**src/rtl/tw_gen_sdf_if.sv**
```systemverilog
// Sample-stream/twiddle bundle between an SDF butterfly stage and its twiddle generator.
// The generator sits on the slave side; the stage controller is the master.
interface tw_gen_sdf_if #(
  parameter int TW_W = 12
);
  logic                   in_valid;
  logic                   sof;
  logic                   inverse;
  logic signed [TW_W-1:0] tw_re;
  logic signed [TW_W-1:0] tw_im;
  logic                   tw_valid;
  logic                   tw_bypass;
  logic                   tw_last;

  modport master (
    output in_valid, sof, inverse,
    input  tw_re, tw_im, tw_valid, tw_bypass, tw_last
  );

  modport slave (
    input  in_valid, sof, inverse,
    output tw_re, tw_im, tw_valid, tw_bypass, tw_last
  );
endinterface

```
**src/rtl/tw_gen_sdf.sv**
```systemverilog
// Twiddle-factor generator for one radix-2 DIF SDF stage: tracks the sample position
// in the stage's butterfly block and emits W_N^m from a quarter-wave cosine ROM.
module tw_gen_sdf #(
  parameter int N_LOG2 = 4,
  parameter int STAGE  = 0,
  parameter int TW_W   = 12
) (
  input  logic         clk,
  input  logic         rst,
  tw_gen_sdf_if.slave  bus
);

  localparam int  N     = 1 << N_LOG2;
  localparam int  CW    = N_LOG2 - STAGE;
  localparam int  L     = 1 << CW;
  localparam int  H     = L / 2;
  localparam int  IW    = N_LOG2 - 1;
  localparam int  QTR   = N / 4;
  localparam int  HALF  = N / 2;
  localparam int  ROM_D = 1 << IW;
  localparam real PI    = 3.14159265358979323846;
  localparam real MAX_R = real'((longint'(1) << (TW_W - 1)) - 1);

  // Taylor series; the angle never exceeds pi/2, so 12 terms are far below 1 LSB.
  function automatic real cos_r(input real x);
    real term;
    real sum;
    term = 1.0;
    sum  = 1.0;
    for (int k = 1; k < 12; k++) begin
      term = -term * x * x / real'((2 * k - 1) * (2 * k));
      sum  = sum + term;
    end
    return sum;
  endfunction

  // int'() of a real rounds to nearest with ties away from zero.
  function automatic int rom_val(input int k);
    return int'(MAX_R * cos_r(2.0 * PI * real'(k) / real'(N)));
  endfunction

  function automatic logic signed [TW_W-1:0] apply_sign(input logic signed [TW_W-1:0] v,
                                                        input logic                   neg);
    return neg ? -v : v;
  endfunction

  logic signed [TW_W-1:0] rom [ROM_D];

  for (genvar k = 0; k < ROM_D; k++) begin : g_rom
    if (k <= QTR) begin : g_val
      localparam int CV = rom_val(k);
      assign rom[k] = TW_W'(CV);
    end else begin : g_pad
      assign rom[k] = '0;
    end
  end

  logic [CW-1:0]     cnt;
  logic              inv_q;
  logic              accept_sof;
  logic [CW-1:0]     pos;
  logic [N_LOG2-1:0] pos_ext;
  logic [IW-1:0]     m;
  logic [IW-1:0]     idx_re_c;
  logic [IW-1:0]     idx_im_c;
  logic              neg_re_c;
  logic              neg_im_c;
  logic              inv_c;
  logic              bypass_c;
  logic              last_c;

  assign accept_sof = bus.sof & bus.in_valid;

  always_comb begin
    pos      = accept_sof ? '0 : cnt;
    inv_c    = accept_sof ? bus.inverse : inv_q;
    pos_ext  = N_LOG2'(pos);
    bypass_c = (pos_ext < N_LOG2'(H));
    last_c   = (pos == CW'(L - 1));
    m        = '0;
    if (!bypass_c) m = IW'((pos_ext - N_LOG2'(H)) << STAGE);
    if (int'(m) <= QTR) begin
      idx_re_c = m;
      neg_re_c = 1'b0;
      idx_im_c = IW'(QTR - int'(m));
    end else begin
      idx_re_c = IW'(HALF - int'(m));
      neg_re_c = 1'b1;
      idx_im_c = IW'(int'(m) - QTR);
    end
    // Forward twiddles always carry a non-positive imaginary part; IFFT conjugates.
    neg_im_c = ~inv_c;
  end

  always_ff @(posedge clk) begin
    if (rst) begin
      cnt   <= '0;
      inv_q <= 1'b0;
    end else if (bus.in_valid) begin
      cnt   <= pos + CW'(1);
      inv_q <= inv_c;
    end
  end

  // ---- stage 1: ROM indices and sign flags ----
  logic          vld_p1;
  logic [IW-1:0] idx_re_p1;
  logic [IW-1:0] idx_im_p1;
  logic          neg_re_p1;
  logic          neg_im_p1;
  logic          bypass_p1;
  logic          last_p1;

  always_ff @(posedge clk) begin
    if (rst) vld_p1 <= 1'b0;
    else     vld_p1 <= bus.in_valid;
  end

  always_ff @(posedge clk) begin
    if (bus.in_valid) begin
      idx_re_p1 <= idx_re_c;
      idx_im_p1 <= idx_im_c;
      neg_re_p1 <= neg_re_c;
      neg_im_p1 <= neg_im_c;
      bypass_p1 <= bypass_c;
      last_p1   <= last_c;
    end
  end

  // ---- stage 2: ROM read with sign applied; outputs hold between valid samples ----
  logic                   vld_p2;
  logic signed [TW_W-1:0] re_p2;
  logic signed [TW_W-1:0] im_p2;
  logic                   bypass_p2;
  logic                   last_p2;

  always_ff @(posedge clk) begin
    if (rst) begin
      vld_p2    <= 1'b0;
      re_p2     <= '0;
      im_p2     <= '0;
      bypass_p2 <= 1'b0;
      last_p2   <= 1'b0;
    end else begin
      vld_p2 <= vld_p1;
      if (vld_p1) begin
        re_p2     <= apply_sign(rom[idx_re_p1], neg_re_p1);
        im_p2     <= apply_sign(rom[idx_im_p1], neg_im_p1);
        bypass_p2 <= bypass_p1;
        last_p2   <= last_p1;
      end
    end
  end

  assign bus.tw_re     = re_p2;
  assign bus.tw_im     = im_p2;
  assign bus.tw_valid  = vld_p2;
  assign bus.tw_bypass = bypass_p2;
  assign bus.tw_last   = last_p2;

endmodule

```
**src/flat_wrapper.sv**
```systemverilog
// flat-port wrapper written by rule: the top's interface ports become plain ports
module tw_gen_sdf_flat 
#(
  parameter int N_LOG2 = 4,
  parameter int STAGE  = 0,
  parameter int TW_W   = 12
)
  (clk, rst, bus_in_valid, bus_sof, bus_inverse, bus_tw_re, bus_tw_im, bus_tw_valid, bus_tw_bypass, bus_tw_last);
  tw_gen_sdf_if #(.TW_W(TW_W)) bus_i ();
  input  logic clk;
  input  logic rst;
  input wire logic [$bits(bus_i.in_valid)-1:0] bus_in_valid;
  input wire logic [$bits(bus_i.sof)-1:0] bus_sof;
  input wire logic [$bits(bus_i.inverse)-1:0] bus_inverse;
  output wire logic [$bits(bus_i.tw_re)-1:0] bus_tw_re;
  output wire logic [$bits(bus_i.tw_im)-1:0] bus_tw_im;
  output wire logic [$bits(bus_i.tw_valid)-1:0] bus_tw_valid;
  output wire logic [$bits(bus_i.tw_bypass)-1:0] bus_tw_bypass;
  output wire logic [$bits(bus_i.tw_last)-1:0] bus_tw_last;
  assign bus_i.in_valid = bus_in_valid;
  assign bus_i.sof = bus_sof;
  assign bus_i.inverse = bus_inverse;
  assign bus_tw_re = bus_i.tw_re;
  assign bus_tw_im = bus_i.tw_im;
  assign bus_tw_valid = bus_i.tw_valid;
  assign bus_tw_bypass = bus_i.tw_bypass;
  assign bus_tw_last = bus_i.tw_last;
  tw_gen_sdf #(.N_LOG2(N_LOG2), .STAGE(STAGE), .TW_W(TW_W)) u_core (.clk(clk), .rst(rst), .bus(bus_i));
endmodule
```
**config.mk**
```make
export PLATFORM = sky130hd
export DESIGN_NAME = tw_gen_sdf_flat
export DESIGN_NICKNAME = d
export VERILOG_FILES = /design/src/rtl/tw_gen_sdf_if.sv /design/src/rtl/tw_gen_sdf.sv /design/src/flat_wrapper.sv
export SDC_FILE = /design/constraint.sdc
export NUM_CORES = 1
export LEC_CHECK = 0
export ABC_AREA = 1
export BUFFER_PORTS_ARGS = -buffer_cell sky130_fd_sc_hd__buf_4
export CAP_MARGIN = 20
export CORE_UTILIZATION = 30
export CTS_CLUSTER_SIZE = 40
export DETAILED_ROUTE_END_ITERATION = 7
export PLACE_DENSITY = 0.58
export REMOVE_ABC_BUFFERS = 1
export SYNTH_ARGS = -nofsm -noshare
export SYNTH_HDL_FRONTEND = slang
export SYNTH_SLANG_ARGS = --single-unit
```
**constraint.sdc**
```tcl
create_clock -name clk -period 1.74 [get_ports clk]
set_input_delay 0.174 -clock clk [delete_from_list [all_inputs] [get_ports clk]]
set_output_delay 0.174 -clock clk [all_outputs]
set_load 0.005 [all_outputs]
```
* Yosys cells after proc, flatten, opt, wreduce, memory -nomap -nowiden *
Memory sizes are Yosys's and may differ from the RTL's.
Cells that the tools add are included.

storage, ports and cells
  register bits = 43
  RAM bits = 0
  memory bits (read-only) = 192
  input port bits = 5
  bits in latches = 0
  memories kept = 2

cells by class
  multiplexer cells = 12
  order comparisons = 4
  divide/modulo/power cells = 0
  equal/unequal tests = 1
  add/sub/neg operators = 7
  shift-type cells = 0
  reduce and logical (&&, ||, !) cells = 0
  bitwise gates (word level) = 4
  multiply operators = 0

memory list
  name              words  bits a word  rd ports  clocked after Yosys merged registers in  wr ports  RTL line           source
  (name not given)  8      12           1         0                                        0         tw_gen_sdf.sv:148  im_p2 <= apply_sign(rom[idx_im_p1], neg_im_p1);
  (name not given)  8      12           1         0                                        0         tw_gen_sdf.sv:147  re_p2 <= apply_sign(rom[idx_re_p1], neg_re_p1);

operator list
  cell                                                                count
  12-bit two-way mux                                                  6
  12-bit negator                                                      2
  3-bit two-way mux                                                   3
  4-bit greater-or-equal comparator, second input constant            2
  3-bit inverter with 4-bit output                                    2
  4-bit by 1-bit adder with 4-bit output, second input constant       1
  4-bit equality test, second input constant                          1
  4-bit less-than comparator, second input constant                   1
  4-bit two-way mux                                                   1
  3-bit <= comparator, second input constant                          1
  1-bit by 3-bit subtractor with 3-bit output, first input constant   1
  3-bit by 1-bit subtractor with 3-bit output, second input constant  1
  3-bit subtractor, first input constant                              1
  3-bit subtractor, second input constant                             1
  1-bit two-way mux                                                   2
  1-bit AND                                                           1
  1-bit inverter                                                      1

* Depth between registers and ports, before layout *
Gate-level depths: netlist (run 1).

  depth after elaboration = 6
  depth in mapped cells = 10
  gate-level depth less buffers = 10

* Worst setup path before layout (run 1) *
OpenSTA, ideal clock, no wires.

  path type = register -> register
  from = register, netlist name u_core.idx_im_p1[0]
  to = register u_core.re_p2[3] (netlist: u_core.bus.tw_re[3])
  arrival = 1.209 ns
  library setup time = 0.132 ns
  data required time = 1.608 ns
  stages on the path, launching flop included = 6
  setup slack = 0.399 ns
  path buffers = 0
  path through = edfxtp_1 -> inv_1 -> ha_1 -> or2_0 -> nand3_1 -> a21oi_1

RTL lines
  element                 RTL line           source
  end signal: assignment  tw_gen_sdf.sv:147
  end: declaration        tw_gen_sdf.sv:132  logic signed [TW_W-1:0] re_p2;

* Worst setup path after layout (run 1) *
  from = register u_core.cnt[0]
  to = register u_core.idx_im_p1[1] (data pin)

on the way
  word-level cells in the longest chain between the ends = 5
  elaborated cells on any way between the ends = 8
  classes of those cells = add/sub: 3; order compare: 2; mux: 3

ends and longest elaborated chain
  element                                                                                           RTL line                            source
  start: declaration                                                                                tw_gen_sdf.sv:58                    logic [CW-1:0] cnt;
  start signal: assignment                                                                          tw_gen_sdf.sv:100                   cnt <= pos + CW'(1);
  4-bit two-way mux *                                                                               tw_gen_sdf.sv:75                    pos = accept_sof ? '0 : cnt;
  4-bit less-than comparator / 3-bit by 1-bit subtractor with 3-bit output (equally long branches)  tw_gen_sdf.sv:78, tw_gen_sdf.sv:81
  3-bit two-way mux *                                                                               tw_gen_sdf.sv:81                    if (!bypass_c) m = IW'((pos_ext - N_LOG2'(H)) << STAGE);
  3-bit subtractor (tied with other cells)                                                          tw_gen_sdf.sv:89                    idx_im_c = IW'(int'(m) - QTR);
  3-bit two-way mux *                                                                               tw_gen_sdf.sv:82                    if (int'(m) <= QTR) begin
  net u_core.idx_im_c[1]                                                                            tw_gen_sdf.sv:65                    logic [IW-1:0] idx_im_c;
  end signal: assignment                                                                            tw_gen_sdf.sv:122                   idx_im_p1 <= idx_im_c;
  end: declaration                                                                                  tw_gen_sdf.sv:108                   logic [IW-1:0] idx_im_p1;

The timed path passes the listed nets; every way through them passes the cells marked *.
A chain may end at the register's enable or synchronous reset.

==> impl_results.md, run 1 <==
* Vias per cell at 4.375
* # DRC at 0
* Type of destination of the critical path: register
* RSZ-0062 raised after global routing: no
* Die W at 79.77 um
* CTS tree: done
* Height of the die at 79.77 um
* Area contributors post-synth: dfxtp_1, edfxtp_1, nand2_1
* Status: completed
* TritonRoute pass-1 iters at 4
* Power per cell area at 840.5 mW/mm^2
* WP buf/inv at 3
* Synth Instances at 218
* Worst-Skew Late Latency at 0.28 ns
* Post-synth top area share at 34.21%
* Synth area leader: dfxtp_1
* Final Hold Viols at 0
* Crit share post-route at 79.29%
* Worst slew pin tran at 0.3244 ns
* Worst vdd ir at 0.3785 mV
* Core area at 0.005675 sq mm
* Slew HR at 78.38%
* Final nets at 267
* Top delay family on crit path: flip-flops
* Clock Skew at 0.004596 ns
* Grt total ovfl at 0
* Crit path DAT at 1.42 ns
* Gpl congestion at 0.8107
* CTS clock-pin slew for the worst setup and hold paths at 0.08 ns
* Post-synthesis async set-or-reset flop share at 0%
* Max_cap viols at 0
* Hold Crit Class: in2reg
* M1 wire length at 1572 um
* Post-cts repair resize count at 0
* DIE AREA at 0.006362 sq mm
* Setup TNS at 0 ns
* Data required, critical path at 1.78 ns
* Syn. warnings at 0
* Gr usage total at 11.21%
* Startpoint types: register
* TritonCTS buffer count at 5
* Vias at 1413
* First-pass GRT wire length at 5485 um
* Met2 routed WL at 1471 um
* Post-Route WL at 3234 um
* Postcts setup bufs at 0
* Crit path largest cell delay at 0.34 ns
* Hold_buf cts at 0
* Post-synth EDFFs at 9
* Drt wl/cell at 10.01 um
* Most numerous cell in the Yosys netlist: nand2_1
* Final Slew Violations at 0
* Mean post-synth cell area at 8.322 sq um
* Routed Antenna Nets at 0
* Layout cell share with drive strength beyond 1 at 21.51%
* Starting Density at 31.97%
* Highest metal used: met4
* Final Critical Period at 1.380 ns
* Final setup fails at 0
* I/O pin count at 32
* Most used cell, CP: inv_1
* Synth-to-layout area growth at 22.00%
* Max Buffers Root-to-Sink at 2
* Critical-path maximum fanout at 4
* Root buf cell: clkbuf_8
* Std-Cell Rows at 27
* Vias in the first global route at 1271
* Largest net degree at the start of global routing at 26
* Seq/Total Area, Yosys at 49.10%
* Critical path type: reg2reg
* Clock Sinks at 40
* P_leak at 0.9726 nW
* Fmax at 724.8 MHz
* CTS H-tree lvls at 2
* Post-Syn Area at 0.001814 sq mm
* DRT iter0 DRCs at 51
* Initial antenna violation count at 0
* Ys flop type: dfxtp_1
* Unique cell type count in the Yosys netlist at 25
* Worst hold slack at 0.1937 ns
* DR WL met3 at 118 um
* N_diodes at 0
* Cell Chain, Critical Path: inv_1 > nor2_1 > inv_1 > ha_1 > inv_1 > nand3_2 > nand2_1 > o21ai_1
* Crit-path slowest cell: dfxtp_1
* I/O Buffers at 31
* DP HPWL at 2384 um
* Synthesized flop and latch total at 40
* Synth top cells by count: nand2_1, dfxtp_1, nor2_1, a21oi_1, inv_1
==> through the flow <==
| stage | utilization (%) | setup slack (ns) | instance area [sq um] | power (mW) | cells |
|---|---|---|---|---|---|
| floorplan | - | 0.4150 | 1777 | 1.095 | 211 |
| global placement | 37.13 | 0.2397 | 2107 | 1.163 | 315 |
| detailed placement | 37.13 | 0.1970 | 2107 | 1.165 | 315 |
| CTS | 39.00 | 0.3487 | 2213 | 1.895 | 323 |
| global route | 39.00 | 0.1964 | 2213 | 1.953 | 323 |
| finish | 39.00 | 0.3604 | 2213 | 1.860 | 323 |
==> cell families after synthesis <==
| logic type | count (synthesis) | synth area share [%] |
|---|---|---|
| DFF | 40 | 49.10 |
| muxes | 1 | 0.5517 |
| AOI/OAI and AO/OA | 30 | 8.414 |
| adders and majority gates | 12 | 8.276 |
| buffers and inverters | 30 | 6.965 |
| and+or+nand+nor | 103 | 25.72 |
| xor gates and xnor gates | 2 | 0.9657 |
==> power by group <==
part | leakage, nW | total, mW | internal [mW] | switching (mW)
combinational | 0.583 | 0.144 | 0.0591 | 0.0848
sequential | 0.337 | 0.996 | 0.976 | 0.0197
clock | 0.0532 | 0.721 | 0.418 | 0.303
==> layout by cell type, fill, tap and decap left out <==
cell,count
dfxtp_1,31
clkinv_1,2
nand2_2,2
inv_2,8
ha_1,12
o21ai_0,6
buf_4,32
o31ai_1,1
a21oi_1,21
nor3_1,2
xnor2_1,2
nand3_2,1
nand3_1,13
mux2i_1,1
o21ai_1,2
or2_1,1
bufinv_16,1
nor2_1,22
edfxtp_1,9
inv_1,14
nor2_8,2
clkbuf_8,5
nor2_2,2
nand2_1,54
or2_0,4
inv_4,1
==> per-layer routing <==
layer	up-vias	GRT usage, %
li1	754	-
met1	631	13.49
met2	22	18.29
met3	6	2.514
met4	0	6.429
met5	-	0
==> registers in the layout (all words and copies together) (netlist names), 2 cells and up <==
name,cells
u_core.cnt,4
u_core.bus.tw_im,11
u_core.idx_im_p1,3
u_core.bus.tw_re,11
u_core.idx_re_p1,2
==> final cells by class <==
type | count | area [sq um]
fill | 609 | 3462
timing repair buffer | 32 | 240.2
inverter | 23 | 88.84
sequential | 40 | 890.9
clock buffer | 5 | 68.82
clock inverter | 3 | 37.54
multi-input combinational | 148 | 797.0
tap | 72 | 90.09
==> worst paths after layout <==
kind	cells after the start	from	to	slack (ns)
max reg2reg	8	u_core.cnt[0]	u_core.idx_im_p1[1]	0.36
min	3	bus_inverse	u_core.inv_q	0.19
max	8	u_core.cnt[0]	u_core.idx_im_p1[1]	0.36
min reg2reg	2	u_core.bus.tw_re[10]	u_core.bus.tw_re[10]	0.47
==> worst reg2reg max path, stage by stage, from the launching register on <==
cell and delay (ns):
dfxtp_1 0.34, inv_1 0.06, nor2_1 0.14, inv_1 0.06
ha_1 0.20, inv_1 0.08, nand3_2 0.11, nand2_1 0.08
o21ai_1 0.05
No activity file was read; power rests on OpenSTA's default activity.
==> run 2: changes to the inputs <==
Settings changed: ABC_AREA 1 to 0, PLACE_DENSITY 0.58 to 0.6.
Clock period 1.74 ns to 1.13 ns, I/O delays scaled along.
==> run 2 against run 1 <==
  * The run now ends with setup timing left
  * Core utilization up 7.8 points
  * Final cell count rose by 0.93%
  * Non-clock buffer count is 35 higher
  * Critical endpoint is now u_core.idx_re_p1[1]
  * Sequential power up 54%
  * Sequential share of layout area down 7.9 points
  * Area after synthesis is 1.0% higher
==> impl_results.md, run 2 <==
* Status: finished, violations left
* Failing checks: setup timing
* Gpl congestion at 0.7509
* Core area at 0.005921 sq mm
* Sequential cell area at 895.9 sq um
* # fillers at 571
* Grt total ovfl at 0
* Syn. warnings at 0
* Ys flop type: dfxtp_1
* Power per cell area at 1102 mW/mm^2
* Area occupied by multi-input gates at 0.001089 sq mm
* Setup TNS at -3.135 ns
* Hold Crit Class: in2reg
* Post-Syn Area at 0.001833 sq mm
* Max Buffers Root-to-Sink at 2
* TritonRoute pass-1 iters at 4
* Crit path DAT at 1.61 ns
* Layout cell share with drive strength beyond 1 at 46.61%
* Tot Pwr at 3.054 mW
* GRT busiest layer: met2
* Post-synthesis async set-or-reset flop share at 0%
* Post-synth top area share at 33.86%
* Worst Setup Slack, final at -0.4179 ns
* Std-Cell Rows at 28
* Critical path type: reg2reg
* Final cell area excluding filler cells at 0.002770 sq mm
* Critical-path maximum fanout at 3
* Gr usage total at 13.55%
* I/O pin count at 32
* Vias per cell at 4.494
* Post-synth EDFFs at 9
* Drt wl/cell at 12.26 um
* Commonest non-fill, non-tap cell in the layout: buf_4
* DRT iter0 DRCs at 50
* Post-Route WL at 3996 um
* Final nets at 267
* Worst vdd ir at 0.7578 mV
* Startpoint types: register
* Worst hold slack at 0.06273 ns
* Synth-to-layout area growth at 51.13%
* Fmax at 646.0 MHz
* Synthesized flop and latch total at 40
* Routed Antenna Nets at 0
* Max_cap viols at 0
* Vias at 1465
* P_leak at 1.132 nW
* Synth area leader: dfxtp_1
* Area contributors post-synth: dfxtp_1, edfxtp_1, ha_1
* I/O Buffers at 31
* Initial antenna violation count at 0
* Worst slew pin tran at 0.3732 ns
* First-pass GRT wire length at 6548 um
* DP Cell Count at 305
* Largest net degree at the start of global routing at 32
* Crit share post-route at 137.0%
* RSZ-0062 raised after global routing: yes
* Type of destination of the critical path: register
* Data required, critical path at 1.19 ns
* Met1 Use GR at 15.34%
* Final setup fails at 22
* Most frequent cells in the layout: buf_4, nor2_1, dfxtp_1, nor2b_1, a21oi_1
* DIE AREA at 0.006426 sq mm
* Die W at 80.17 um
* Global routing usage on met3 at 3.068%
* Final Critical Period at 1.548 ns
* Starting Density at 30.96%
* Root buf cell: clkbuf_8
* CTS tree: done
* TritonCTS buffer count at 5
* Hold_buf cts at 0
* Seq/Total Area, Yosys at 48.60%
* CTS H-tree lvls at 2
* Slew HR at 75.12%
* Unique cell type count in the Yosys netlist at 32
* CTS clock-pin slew for the worst setup and hold paths at 0.08 ns
* Worst-Skew Late Latency at 0.30 ns
* DP HPWL at 2405 um
* Height of the die at 80.17 um
* Final Slew Violations at 0
* Final Hold Viols at 0
* # DRC at 0
* Met2 usage at 23.68%
* Synth Instances at 190
* Clock Sinks at 40
* Final cell count without fillers at 326
* N_diodes at 0
* Synth top cells by count: dfxtp_1, nor2_1, a21oi_1, nor2b_1, ha_1
* Mean post-synth cell area at 9.647 sq um
* Vias in the first global route at 1455
* Dpl cell area at 0.002258 sq mm
* Clock Skew at 0.004729 ns
* Most numerous cell in the Yosys netlist: dfxtp_1
[run 2: path summary, 6_finish.rpt]
check,from,end,slack [ns],cells after the start
setup / recovery,u_core.cnt[3],u_core.idx_re_p1[1],-0.42,7
hold / removal,bus_inverse,u_core.inv_q,0.06,3
setup reg to reg,u_core.cnt[3],u_core.idx_re_p1[1],-0.42,7
hold reg to reg,u_core.bus.tw_im[4],u_core.bus.tw_im[4],0.48,2
[run 2: where the power goes]
part | total (mW) | switching [mW] | internal, mW
clock | 1.15 | 0.507 | 0.643
sequential | 1.53 | 0.0292 | 1.50
combinational | 0.373 | 0.172 | 0.201
[run 2: cell type report]
cell class / instances / area share, %
Timing Repair Buffer: 67 / 20.10
Inverter: 7 / 1.039
Clock buffer: 5 / 2.484
Clock inverter: 3 / 1.355
Multi-Input combinational cell: 129 / 39.30
Sequential cell: 40 / 32.34
Tap cell: 75 / 3.388
[run 2: cell families after synthesis]
| family | after synthesis | share of synthesized area, % |
|---|---|---|
| DFF | 40 | 48.60 |
| muxes | 8 | 4.437 |
| xor gates and xnor gates | 12 | 5.734 |
| adders and majority gates | 12 | 8.191 |
| buffers and inverters | 21 | 5.460 |
| and+or+nand+nor | 69 | 18.91 |
| AOI/OAI and AO/OA | 28 | 8.669 |
[run 2: layer usage]
metal	routed length (um)	vias up
li1	-	739
met1	1726	694
met2	2034	24
met4	81	0
met5	0	-
met3	153	8
[run 2: per-stage QoR]
stage                     worst slack, ns  utilization (%)
after CTS                         -0.3906            44.91
after detailed placement          -0.5103            38.14
after floorplan                   -0.4712                -
after global routing              -0.4661            46.79
final                             -0.4179            46.79
after global placement            -0.4563            38.14
[run 2: worst max-delay path, cell delays in order, from the launching register on]
cell,delay [ns]
dfxtp_2,0.33
a21boi_4,0.20
nand2_2,0.10
ha_4,0.17
buf_6,0.12
nor2b_4,0.11
mux2i_1,0.21
nor2_1,0.06
[run 2: repair_timing]
action,in CTS,in global routing
pin swaps,24,26
resized for setup,49,21
endpoints found under the setup margin,22,23
setup buffers,12,6
